`config.mk`:
```
export PLATFORM = sky130hd
export DESIGN_NAME = dcp_load_d
export DESIGN_NICKNAME = d
export VERILOG_FILES = /design/src/rtl/dcp_pkg.sv /design/src/rtl/dcp_msg_tx.sv /design/src/rtl/dcp_load_d.sv
export SDC_FILE = /design/constraint.sdc
export NUM_CORES = 1
export LEC_CHECK = 0
export ABC_CLOCK_PERIOD_IN_PS = 15200
export CAP_MARGIN = 10
export CELL_PAD_IN_SITES_DETAIL_PLACEMENT = 0
export CELL_PAD_IN_SITES_GLOBAL_PLACEMENT = 1
export CORE_MARGIN = 2
export CORE_UTILIZATION = 47
export DETAILED_ROUTE_END_ITERATION = 10
export HOLD_SLACK_MARGIN = 0.08
export PLACE_DENSITY_LB_ADDON = 0.1
export SYNTH_ARGS = -nofsm -noshare
export SYNTH_HDL_FRONTEND = slang
export SYNTH_SLANG_ARGS = --single-unit
```
`constraint.sdc`:
```
create_clock -name clk -period 15.2 [get_ports clk]
set_input_delay 3.04 -clock clk [delete_from_list [all_inputs] [get_ports clk]]
set_output_delay 3.04 -clock clk [all_outputs]
set_load 0.005 [all_outputs]
```
`src/rtl/dcp_pkg.sv`:
```
// dcp_pkg: shared definitions for the data-memory load command.
// Provides the command FSM state encoding, the ASCII constants used by the
// parser and message sender, the reply length, and a helper that returns
// the n-th byte of the "OK\r\n" / "ER\r\n" reply.
package dcp_pkg;

  typedef enum logic [2:0] {
    ST_IDLE,
    ST_RX_ADDR,
    ST_RX_DATA,
    ST_WRITE,
    ST_DRAIN,
    ST_TX_MSG,
    ST_DONE
  } state_t;

  localparam logic [7:0] ASCII_SP = 8'h20;
  localparam logic [7:0] ASCII_CR = 8'h0D;
  localparam logic [7:0] ASCII_LF = 8'h0A;
  localparam logic [7:0] ASCII_O  = 8'h4F;
  localparam logic [7:0] ASCII_K  = 8'h4B;
  localparam logic [7:0] ASCII_E  = 8'h45;
  localparam logic [7:0] ASCII_R  = 8'h52;

  localparam int MSG_LEN = 4;

  // Reply byte at position idx: {'O'|'E', 'K'|'R', CR, LF}
  function automatic logic [7:0] msg_byte(input logic is_err, input logic [1:0] idx);
    logic [7:0] b;
    case (idx)
      2'd0:    b = is_err ? ASCII_E : ASCII_O;
      2'd1:    b = is_err ? ASCII_R : ASCII_K;
      2'd2:    b = ASCII_CR;
      default: b = ASCII_LF;
    endcase
    return b;
  endfunction

endpackage

```
`src/rtl/dcp_msg_tx.sv`:
```
// dcp_msg_tx: sends the 4-byte reply ("OK\r\n" or "ER\r\n") over a
// valid/ready byte stream.
// Ports:
//   clk, rst  - clock, asynchronous active-high reset
//   start     - one-cycle request to begin a reply
//   is_err    - reply kind, sampled with start (1 = "ER", 0 = "OK")
//   rdy_tx    - transmitter ready
//   d_tx      - byte being offered, held stable while vld_tx is high
//   vld_tx    - d_tx valid
//   done      - one-cycle pulse after the last byte is accepted
module dcp_msg_tx
  import dcp_pkg::*;
(
  input  logic       clk,
  input  logic       rst,
  input  logic       start,
  input  logic       is_err,
  input  logic       rdy_tx,
  output logic [7:0] d_tx,
  output logic       vld_tx,
  output logic       done
);

  logic [1:0] idx;
  logic       err_q;

  // d_tx only advances on a completed handshake, so it stays put while stalled
  always_ff @(posedge clk or posedge rst) begin
    if (rst) begin
      idx    <= 2'd0;
      err_q  <= 1'b0;
      d_tx   <= 8'h00;
      vld_tx <= 1'b0;
      done   <= 1'b0;
    end else begin
      done <= 1'b0;
      if (start) begin
        idx    <= 2'd0;
        err_q  <= is_err;
        d_tx   <= msg_byte(is_err, 2'd0);
        vld_tx <= 1'b1;
      end else if (vld_tx && rdy_tx) begin
        if (idx == 2'(MSG_LEN - 1)) begin
          vld_tx <= 1'b0;
          done   <= 1'b1;
        end else begin
          idx  <= idx + 2'd1;
          d_tx <= msg_byte(err_q, idx + 2'd1);
        end
      end
    end
  end

endmodule

```
`src/rtl/dcp_load_d.sv`:
```
// dcp_load_d: ASCII "load data memory" command.
// Parses "<addr> <word> <word> ...\r" (hex words, space separated) from the
// UART receive stream, writes each word to consecutive data-memory
// addresses starting at <addr>, then replies "OK\r\n" (or "ER\r\n" on a
// malformed line) and pulses finish.
// Ports:
//   clk, rst          - clock, asynchronous active-high reset
//   we                - start pulse (only honoured in IDLE)
//   finish, busy      - completion pulse, command in progress
//   d_rx/vld_rx/rdy_rx - received byte stream
//   d_tx/vld_tx/rdy_tx - transmitted byte stream
//   dm_addr/dm_din/dm_we - data-memory write port (one-cycle strobe)
//   end_addr          - address after the last word written
module dcp_load_d
  import dcp_pkg::*;
(
  input  logic        clk,
  input  logic        rst,
  input  logic        we,
  output logic        finish,
  output logic        busy,
  input  logic [7:0]  d_rx,
  input  logic        vld_rx,
  output logic        rdy_rx,
  output logic [7:0]  d_tx,
  output logic        vld_tx,
  input  logic        rdy_tx,
  output logic [31:0] dm_addr,
  output logic [31:0] dm_din,
  output logic        dm_we,
  output logic [31:0] end_addr
);

  state_t      state;
  logic [31:0] acc;
  logic [31:0] ptr;
  logic [3:0]  cnt;
  logic        term_cr;
  logic        msg_start;
  logic        msg_err;
  logic        msg_done;

  logic        rx_fire;
  logic        is_hex;
  logic [3:0]  nibble;
  logic [3:0]  cnt_next;

  assign rx_fire  = vld_rx && rdy_rx;
  assign cnt_next = (cnt == 4'd8) ? cnt : cnt + 4'd1;

  // Hex digit decode of the incoming byte
  always_comb begin
    is_hex = 1'b1;
    nibble = 4'h0;
    if (d_rx >= 8'h30 && d_rx <= 8'h39) begin
      nibble = d_rx[3:0];
    end else if ((d_rx >= 8'h61 && d_rx <= 8'h66) || (d_rx >= 8'h41 && d_rx <= 8'h46)) begin
      nibble = d_rx[3:0] + 4'd9;
    end else begin
      is_hex = 1'b0;
    end
  end

  // Command FSM. rdy_rx and busy are registered and updated on each
  // transition so they always match the state being entered.
  always_ff @(posedge clk or posedge rst) begin
    if (rst) begin
      state     <= ST_IDLE;
      acc       <= 32'h0;
      ptr       <= 32'h0;
      cnt       <= 4'd0;
      term_cr   <= 1'b0;
      end_addr  <= 32'h0;
      dm_addr   <= 32'h0;
      dm_din    <= 32'h0;
      dm_we     <= 1'b0;
      rdy_rx    <= 1'b0;
      busy      <= 1'b0;
      finish    <= 1'b0;
      msg_start <= 1'b0;
      msg_err   <= 1'b0;
    end else begin
      dm_we     <= 1'b0;
      finish    <= 1'b0;
      msg_start <= 1'b0;
      case (state)
        ST_IDLE: begin
          if (we) begin
            acc    <= 32'h0;
            cnt    <= 4'd0;
            busy   <= 1'b1;
            rdy_rx <= 1'b1;
            state  <= ST_RX_ADDR;
          end
        end

        ST_RX_ADDR: begin
          if (rx_fire) begin
            if (is_hex) begin
              acc <= {acc[27:0], nibble};
              cnt <= cnt_next;
            end else if (d_rx == ASCII_LF) begin
              state <= ST_RX_ADDR;
            end else if (d_rx == ASCII_SP) begin
              if (cnt != 4'd0) begin
                ptr   <= acc;
                acc   <= 32'h0;
                cnt   <= 4'd0;
                state <= ST_RX_DATA;
              end
            end else if (d_rx == ASCII_CR) begin
              // Address-only line just moves end_addr; empty line is an error
              rdy_rx    <= 1'b0;
              msg_start <= 1'b1;
              state     <= ST_TX_MSG;
              if (cnt == 4'd0) begin
                msg_err <= 1'b1;
              end else begin
                msg_err  <= 1'b0;
                ptr      <= acc;
                end_addr <= acc;
              end
            end else begin
              state <= ST_DRAIN;
            end
          end
        end

        ST_RX_DATA: begin
          if (rx_fire) begin
            if (is_hex) begin
              acc <= {acc[27:0], nibble};
              cnt <= cnt_next;
            end else if (d_rx == ASCII_LF) begin
              state <= ST_RX_DATA;
            end else if (d_rx == ASCII_SP || d_rx == ASCII_CR) begin
              if (cnt != 4'd0) begin
                // Strobe is launched here so it lands in the next cycle
                dm_we   <= 1'b1;
                dm_addr <= ptr;
                dm_din  <= acc;
                term_cr <= (d_rx == ASCII_CR);
                rdy_rx  <= 1'b0;
                state   <= ST_WRITE;
              end else if (d_rx == ASCII_CR) begin
                rdy_rx    <= 1'b0;
                msg_start <= 1'b1;
                msg_err   <= 1'b0;
                state     <= ST_TX_MSG;
              end
            end else begin
              state <= ST_DRAIN;
            end
          end
        end

        ST_WRITE: begin
          ptr      <= ptr + 32'd1;
          end_addr <= ptr + 32'd1;
          acc      <= 32'h0;
          cnt      <= 4'd0;
          if (term_cr) begin
            msg_start <= 1'b1;
            msg_err   <= 1'b0;
            state     <= ST_TX_MSG;
          end else begin
            rdy_rx <= 1'b1;
            state  <= ST_RX_DATA;
          end
        end

        ST_DRAIN: begin
          if (rx_fire && d_rx == ASCII_CR) begin
            rdy_rx    <= 1'b0;
            msg_start <= 1'b1;
            msg_err   <= 1'b1;
            state     <= ST_TX_MSG;
          end
        end

        ST_TX_MSG: begin
          if (msg_done) begin
            finish <= 1'b1;
            state  <= ST_DONE;
          end
        end

        ST_DONE: begin
          busy  <= 1'b0;
          state <= ST_IDLE;
        end

        default: begin
          state <= ST_IDLE;
        end
      endcase
    end
  end

  dcp_msg_tx u_msg_tx (
    .clk    (clk),
    .rst    (rst),
    .start  (msg_start),
    .is_err (msg_err),
    .rdy_tx (rdy_tx),
    .d_tx   (d_tx),
    .vld_tx (vld_tx),
    .done   (msg_done)
  );

endmodule
```
Word level (Yosys, flattened, before mapping)
Cells that the tools add are included.
{ "word_totals": {"reg_bits": 187, "out_inout_bits": 109, "inputBits": 13} }
{ "classes": {"n_reduce_logical": 29, "order_cmp": 6, "n_addsub": 4, "bitwise": 2, "n_eq_ne": 40, "mux": 120} }
{ "op_table": {"columns": ["op", "n"], "rows": [
  ["2-to-1 mux 32 bit", 19],
  ["one-hot mux 32 bit (2 select lines)", 2],
  ["one-hot mux 32 bit (4 select lines)", 1],
  ["2-to-1 mux 1 bit", 56],
  ["2-to-1 mux 4 bit", 13],
  ["2-to-1 mux 3 bit", 15],
  ["!= test 2 bit (second input constant)", 18],
  ["adder 32 x 1 -> 32 bit (second input constant)", 1],
  ["2-to-1 mux 8 bit", 3],
  ["one-hot mux 8 bit (3 select lines)", 1],
  ["!= test 3 bit (second input constant)", 6],
  ["one-hot mux 3 bit (6 select lines)", 1],
  ["== test 8 x 4 -> 1 bit (second input constant)", 2],
  [">= comparator 8 x 7 -> 1 bit (second input constant)", 2],
  ["<= comparator 8 x 7 -> 1 bit (second input constant)", 2],
  ["one-hot mux 4 bit (4 select lines)", 1],
  ["AND reduction 14 bit", 1],
  ["AND reduction 7 bit", 2],
  ["AND reduction 12 bit", 1],
  ["nonzero test 4 bit", 3],
  ["== test 3 bit (second input constant)", 3],
  ["AND reduction 9 bit", 1],
  ["== test 8 x 6 -> 1 bit (second input constant)", 1],
  [">= comparator 8 x 6 -> 1 bit (second input constant)", 1],
  ["other kinds (28)", 45]
]} }

Logic depth before layout (Yosys ltp)
{ "depth": {"depth_word": 8, "mapped_depth": 10} }

Modules after synthesis
From an unflattened synthesis, not the netlist that was laid out.
{ "unflattened": {"cells_unflattened": 854, "hier_area_um2": 9349.0} }
{ "modules_own_cells": {"columns": ["mod", "instances", "cells_each", "area_each_um2"], "rows": [
  ["dcp_load_d", 1, 793, 8770.9],
  ["dcp_msg_tx", 1, 61, 578.1]
]} }

Worst setup path before layout
No wires, ideal clock.
{ "synth_timing": {"path_type": "input to register", "startpoint": "input port d_rx[0]", "endpoint": "register ptr[5]", "cell_stages": 9, "arrival_ps": 4846, "path_buffers": 2, "setup_ps": 125, "slack_ps": 10229, "required_ps": 15075, "cell_sequence": "inv_1 ha_1 or3b_1 and4_4 nor4_4 o22a_1 buf_6 buf_12 mux2_4"} }
{ "synth_between": {"elab_chain_cells": 7} }
{ "synth_rtl": {"columns": ["element", "line", "rtl"], "rows": [
  ["from (decl)", "dcp_load_d.sv:22", "input logic [7:0] d_rx,"],
  [">= comparator 8 x 7 -> 1 bit / <= comparator 8 x 7 -> 1 bit (equally long branches)", "dcp_load_d.sv:57", "end else if ((d_rx >= 8'h61 && d_rx <= 8'h66) || (d_rx >= 8'h41 && d_rx <= 8'h46)) begin"],
  ["logical AND 1 bit", "dcp_load_d.sv:57", null],
  ["logical OR 1 bit", "dcp_load_d.sv:57", null],
  ["2-to-1 mux 1 bit", "dcp_load_d.sv:57", null],
  ["2-to-1 mux 1 bit", "dcp_load_d.sv:55", "if (d_rx >= 8'h30 && d_rx <= 8'h39) begin"],
  ["!= test 2 bit (no source line)", null, null],
  ["AND reduction 7 bit (no source line)", null, null],
  ["to (signal assigned)", "dcp_load_d.sv:158", "ptr <= ptr + 32'd1;"],
  ["to (decl)", "dcp_load_d.sv:36", "logic [31:0] ptr;"]
]} }
Parallel ways exist; a longest one is shown, timed or not. The select of a mux whose other input is x is not followed.
A chain may end at the register's enable or synchronous reset.

Worst setup path after layout
{ "layout_timing": {"startpoint": "input port d_rx[0]", "endpoint": "register dm_din[18]"} }
{ "layout_between": {"elab_chain_cells": 7} }
{ "layout_rtl": {"columns": ["element", "line", "rtl"], "rows": [
  [">= comparator 8 x 7 -> 1 bit / <= comparator 8 x 7 -> 1 bit (equally long branches)", "dcp_load_d.sv:57", null],
  ["logical AND 1 bit", "dcp_load_d.sv:57", null],
  ["logical OR 1 bit", "dcp_load_d.sv:57", null],
  ["2-to-1 mux 1 bit", "dcp_load_d.sv:57", null],
  ["2-to-1 mux 1 bit", "dcp_load_d.sv:55", null],
  ["NOT 1 bit (no source line)", null, null],
  ["AND reduction 6 bit (no source line) (*)", null, null],
  ["to (signal assigned)", "dcp_load_d.sv:75", "dm_din <= 32'h0;"],
  ["to (signal assigned)", "dcp_load_d.sv:141", "dm_din <= acc;"],
  ["to (decl)", "dcp_load_d.sv:29", "output logic [31:0] dm_din,"]
]} }
Mark *: on every way between the ends. The rest lies on a longest branch, timed or not.

==> run metrics <==
Reg-to-Reg Start=state[1]$_DFFE_PP0P_; Tot Pwr=1.49 mW; nature of the critical path startpoint=primary input; io pins=around 120; ratio of total power to cell area=135 mW/mm²; final number of hold-violating endpoints=0; met1 global-route usage=0.295; Placement Rows=50; Comb pwr share=0.268; H-Tree Depth=4; status=complete, no violations; clock tree from TritonCTS=done; effective utilization at floorplan=0.483; pre-CTS setup slack=between 8 and 9 ns; number of sinks driven by the clock tree=between 150 and 200; CTS Root Buffer Type=sky130_fd_sc_hd__clkbuf_16; area grow syn2layout=21.1%; hold bufs inserted after CTS=0; final period utilization=0.392; mean instance size in the synthesized netlist=11.2 µm²; count of buffers inserted at the top-level ports=around 120; post-detailed-placement half-perimeter wirelength=14,400 µm; post-route core utilization=0.584; Wirelength per Cell=18.1 µm; sequential share of the synthesized area=0.508; part of the total power dissipated in sequential elements=0.420; GRT overflow=0; Std-Cell Core Area=about 0.019 mm²; Chip Height=143 µm; element type at the critical path end=register; Worst-path clk slew=~0.060 ns; fraction of final layout cells with drive strength greater than 1=0.159; startpoint-to-endpoint class of the critical path=primary input to register; minimum period implied by the final worst setup slack=5.95 ns; total standard cell area after synthesis=slightly above 0.009 mm²; detail-routed via count per cell=5.57; Leakage Power=slightly below 5 nW; CP cell instances=clkdlybuf4s50_1, inv_1, ha_1, nor2b_1, nand4b_1, a21oi_4, nand4_4, buf_4, mux2_4; Die Wd=roughly 140 µm; number of routed nets with antenna violations=0; proportion of total power due to net switching=0.334; critical path arrival=6.27 ns; setup bufs post-CTS=0; via count=between 6,000 and 7,000; Pint=0.991 mW; final instance area=between 0.01 and 0.015 mm²; quantity of gates resized following cts=0; largest vdd supply drop=0.0980 mV; remaining max-slew budget at the tightest pin=0.237; final net count=933; CP Max Fanout=40; max-slew violation total from the final report=0; yosys synthesis warning count=0; most common flop cell mapped by yosys=sky130_fd_sc_hd__dfrtp_1; number of synthesized flops with an enable pin=0; proportion of register bits with asynchronous set or reset after synthesis=1.00; Finished Layout Cells=1,182; final setup TNS=0 ns; max-capacitance violation count=0; cts bufs inserted=17; Post-Route Skew=0.0142 ns; number of cells produced by synthesis=approximately 810; total net switching power=a little under 0.5 mW; largest area contributor in the synthesized netlist=sky130_fd_sc_hd__dfrtp_1; slowest cell on the critical path=sky130_fd_sc_hd__nand4_4; flip-flop and latch count after synthesis=roughly 190; setup repair after global routing missed its margin=no; top cells by instance count after synthesis=sky130_fd_sc_hd__dfrtp_1, sky130_fd_sc_hd__nand2_1, sky130_fd_sc_hd__o21ai_0; required time worst endpoint=15.51 ns; Final GP Congestion=0.881; maximum clock insertion buffer count=2; Fillers=1,595; pin count of the biggest net entering global routing=75; Final Worst Setup Slack=between 9 and 10 ns; initial antenna violation count=0; Yosys cell types=74; met2 routing resource usage after global routing=0.355; Hold Slack=0.482 ns; classification of the worst-slack hold path=register to register; Setup violations, final=0; Clk Latency, worst-skew pair=0.44 ns; critical path startpoint=d_rx[0]; area occupied by registers=0.00463 mm²; Die Outline Area=0.0205 mm²; via count of the first global-routing pass=6,520; most area-consuming cells after synthesis=sky130_fd_sc_hd__dfrtp_1, sky130_fd_sc_hd__mux2_4, sky130_fd_sc_hd__o21ai_0, sky130_fd_sc_hd__nand2_1, sky130_fd_sc_hd__mux2_2; proportion of netlist area held by the largest area contributor=0.508; initial drt markers=422; wire length of the first global-routing pass=34,700 µm; gr usage total=0.217; area of the multi-input gates=roughly 0.0042 mm²; placed cell count=around 1,200; placed inst area=0.0104 mm²; slowest cell delay on critical path=0.63 ns; portion of total power attributed to the clock network=0.312; most repeated cell in the gate-level netlist after synthesis=sky130_fd_sc_hd__dfrtp_1; detailed-route DRC error count=0; maximum frequency from static timing analysis=168 MHz; number of iterations in the first detailed-routing pass=5; startpoint of the tightest hold check path=dm_addr[28]$_DFFE_PP0P_; antenna diode count=0; met3 Use GR=0.0390; actual slew at the worst max-slew pin=1.14 ns; final routed wirelength across all metal layers=21,400 µm; busiest grt layer=met2
flip-flops by register name, summed over array words and instances (netlist names), 2 cells and up:
| register | count |
|---|---|
| state | 3 |
| u_msg_tx.idx | 2 |
| dm_addr | 32 |
| dm_din | 32 |
| cnt | 4 |
| acc | 32 |
| u_msg_tx.d_tx | 6 |
| ptr | 32 |
| end_addr | 32 |
logic make-up after synthesis:
logic type,Yosys count,synth area share
other cells,1,0.000411
buf+inv,68,0.0388
fa+ha+maj,11,0.0151
mux,92,0.135
compound gates,189,0.139
flops,185,0.508
simple gates,238,0.135
xor+xnor,29,0.0279
path summary, 6_finish.rpt:
kind                                       endpoint  slack (ns)  depth (start not counted)
max                          dm_din[18]$_DFFE_PP0P_        9.25                          9
min                         dm_addr[28]$_DFFE_PP0P_        0.48                          2
max reg2reg                  dm_din[18]$_DFFE_PP0P_       11.98                          5
min reg2reg                 dm_addr[28]$_DFFE_PP0P_        0.48                          2
max in group asynchronous  end_addr[31]$_DFFE_PP0P_       10.18                          4
min in group asynchronous        acc[0]$_DFFE_PP0P_        3.09                          2
layout make-up:
class | count | share of cell area
Inverter | 18 | 0.00657
Timing Repair Buffer | 126 | 0.113
Clock inverter | 14 | 0.0170
Tap cell | 260 | 0.0295
Sequential cell | 185 | 0.419
Multi-Input combinational cell | 561 | 0.376
Clock buffer | 18 | 0.0389
cells in the final DEF (no fill, tap or decap), drive strengths merged, types with 22 or more instances in the layout:
master,count
a21oi,25
a22o,30
clkdlybuf4s50,119
dfrtp,185
inv,24
mux2,86
nand2,88
nand3,22
nor2,49
o21ai,72
power by group through the flow:
stage	Sequential (mW)	Clock (mW)	Combinational (mW)
2_1_floorplan	0.602	0	0.285
3_3_place_gp	0.632	0	0.393
3_5_place_dp	0.633	0	0.399
4_1_cts	0.623	0.472	0.402
5_1_grt	0.634	0.494	0.443
6_report	0.624	0.464	0.399
critical path: cells and delay by family:
kind,cells,cell delay [ns]
buffers and inverters,3,1.18
and+or+nand+nor,3,1.05
muxes,1,0.38
AOI/OAI and AO/OA,1,0.32
adders and majority gates,1,0.19
layer usage:
layer / routed length, µm / vias to the layer above
li1: - / 3106
met1: 9600 / 3261
met2: 10500 / 186
met3: 890 / 30
met4: 404 / 0
met5: 0 / -
(Power assumes the default switching activity.)
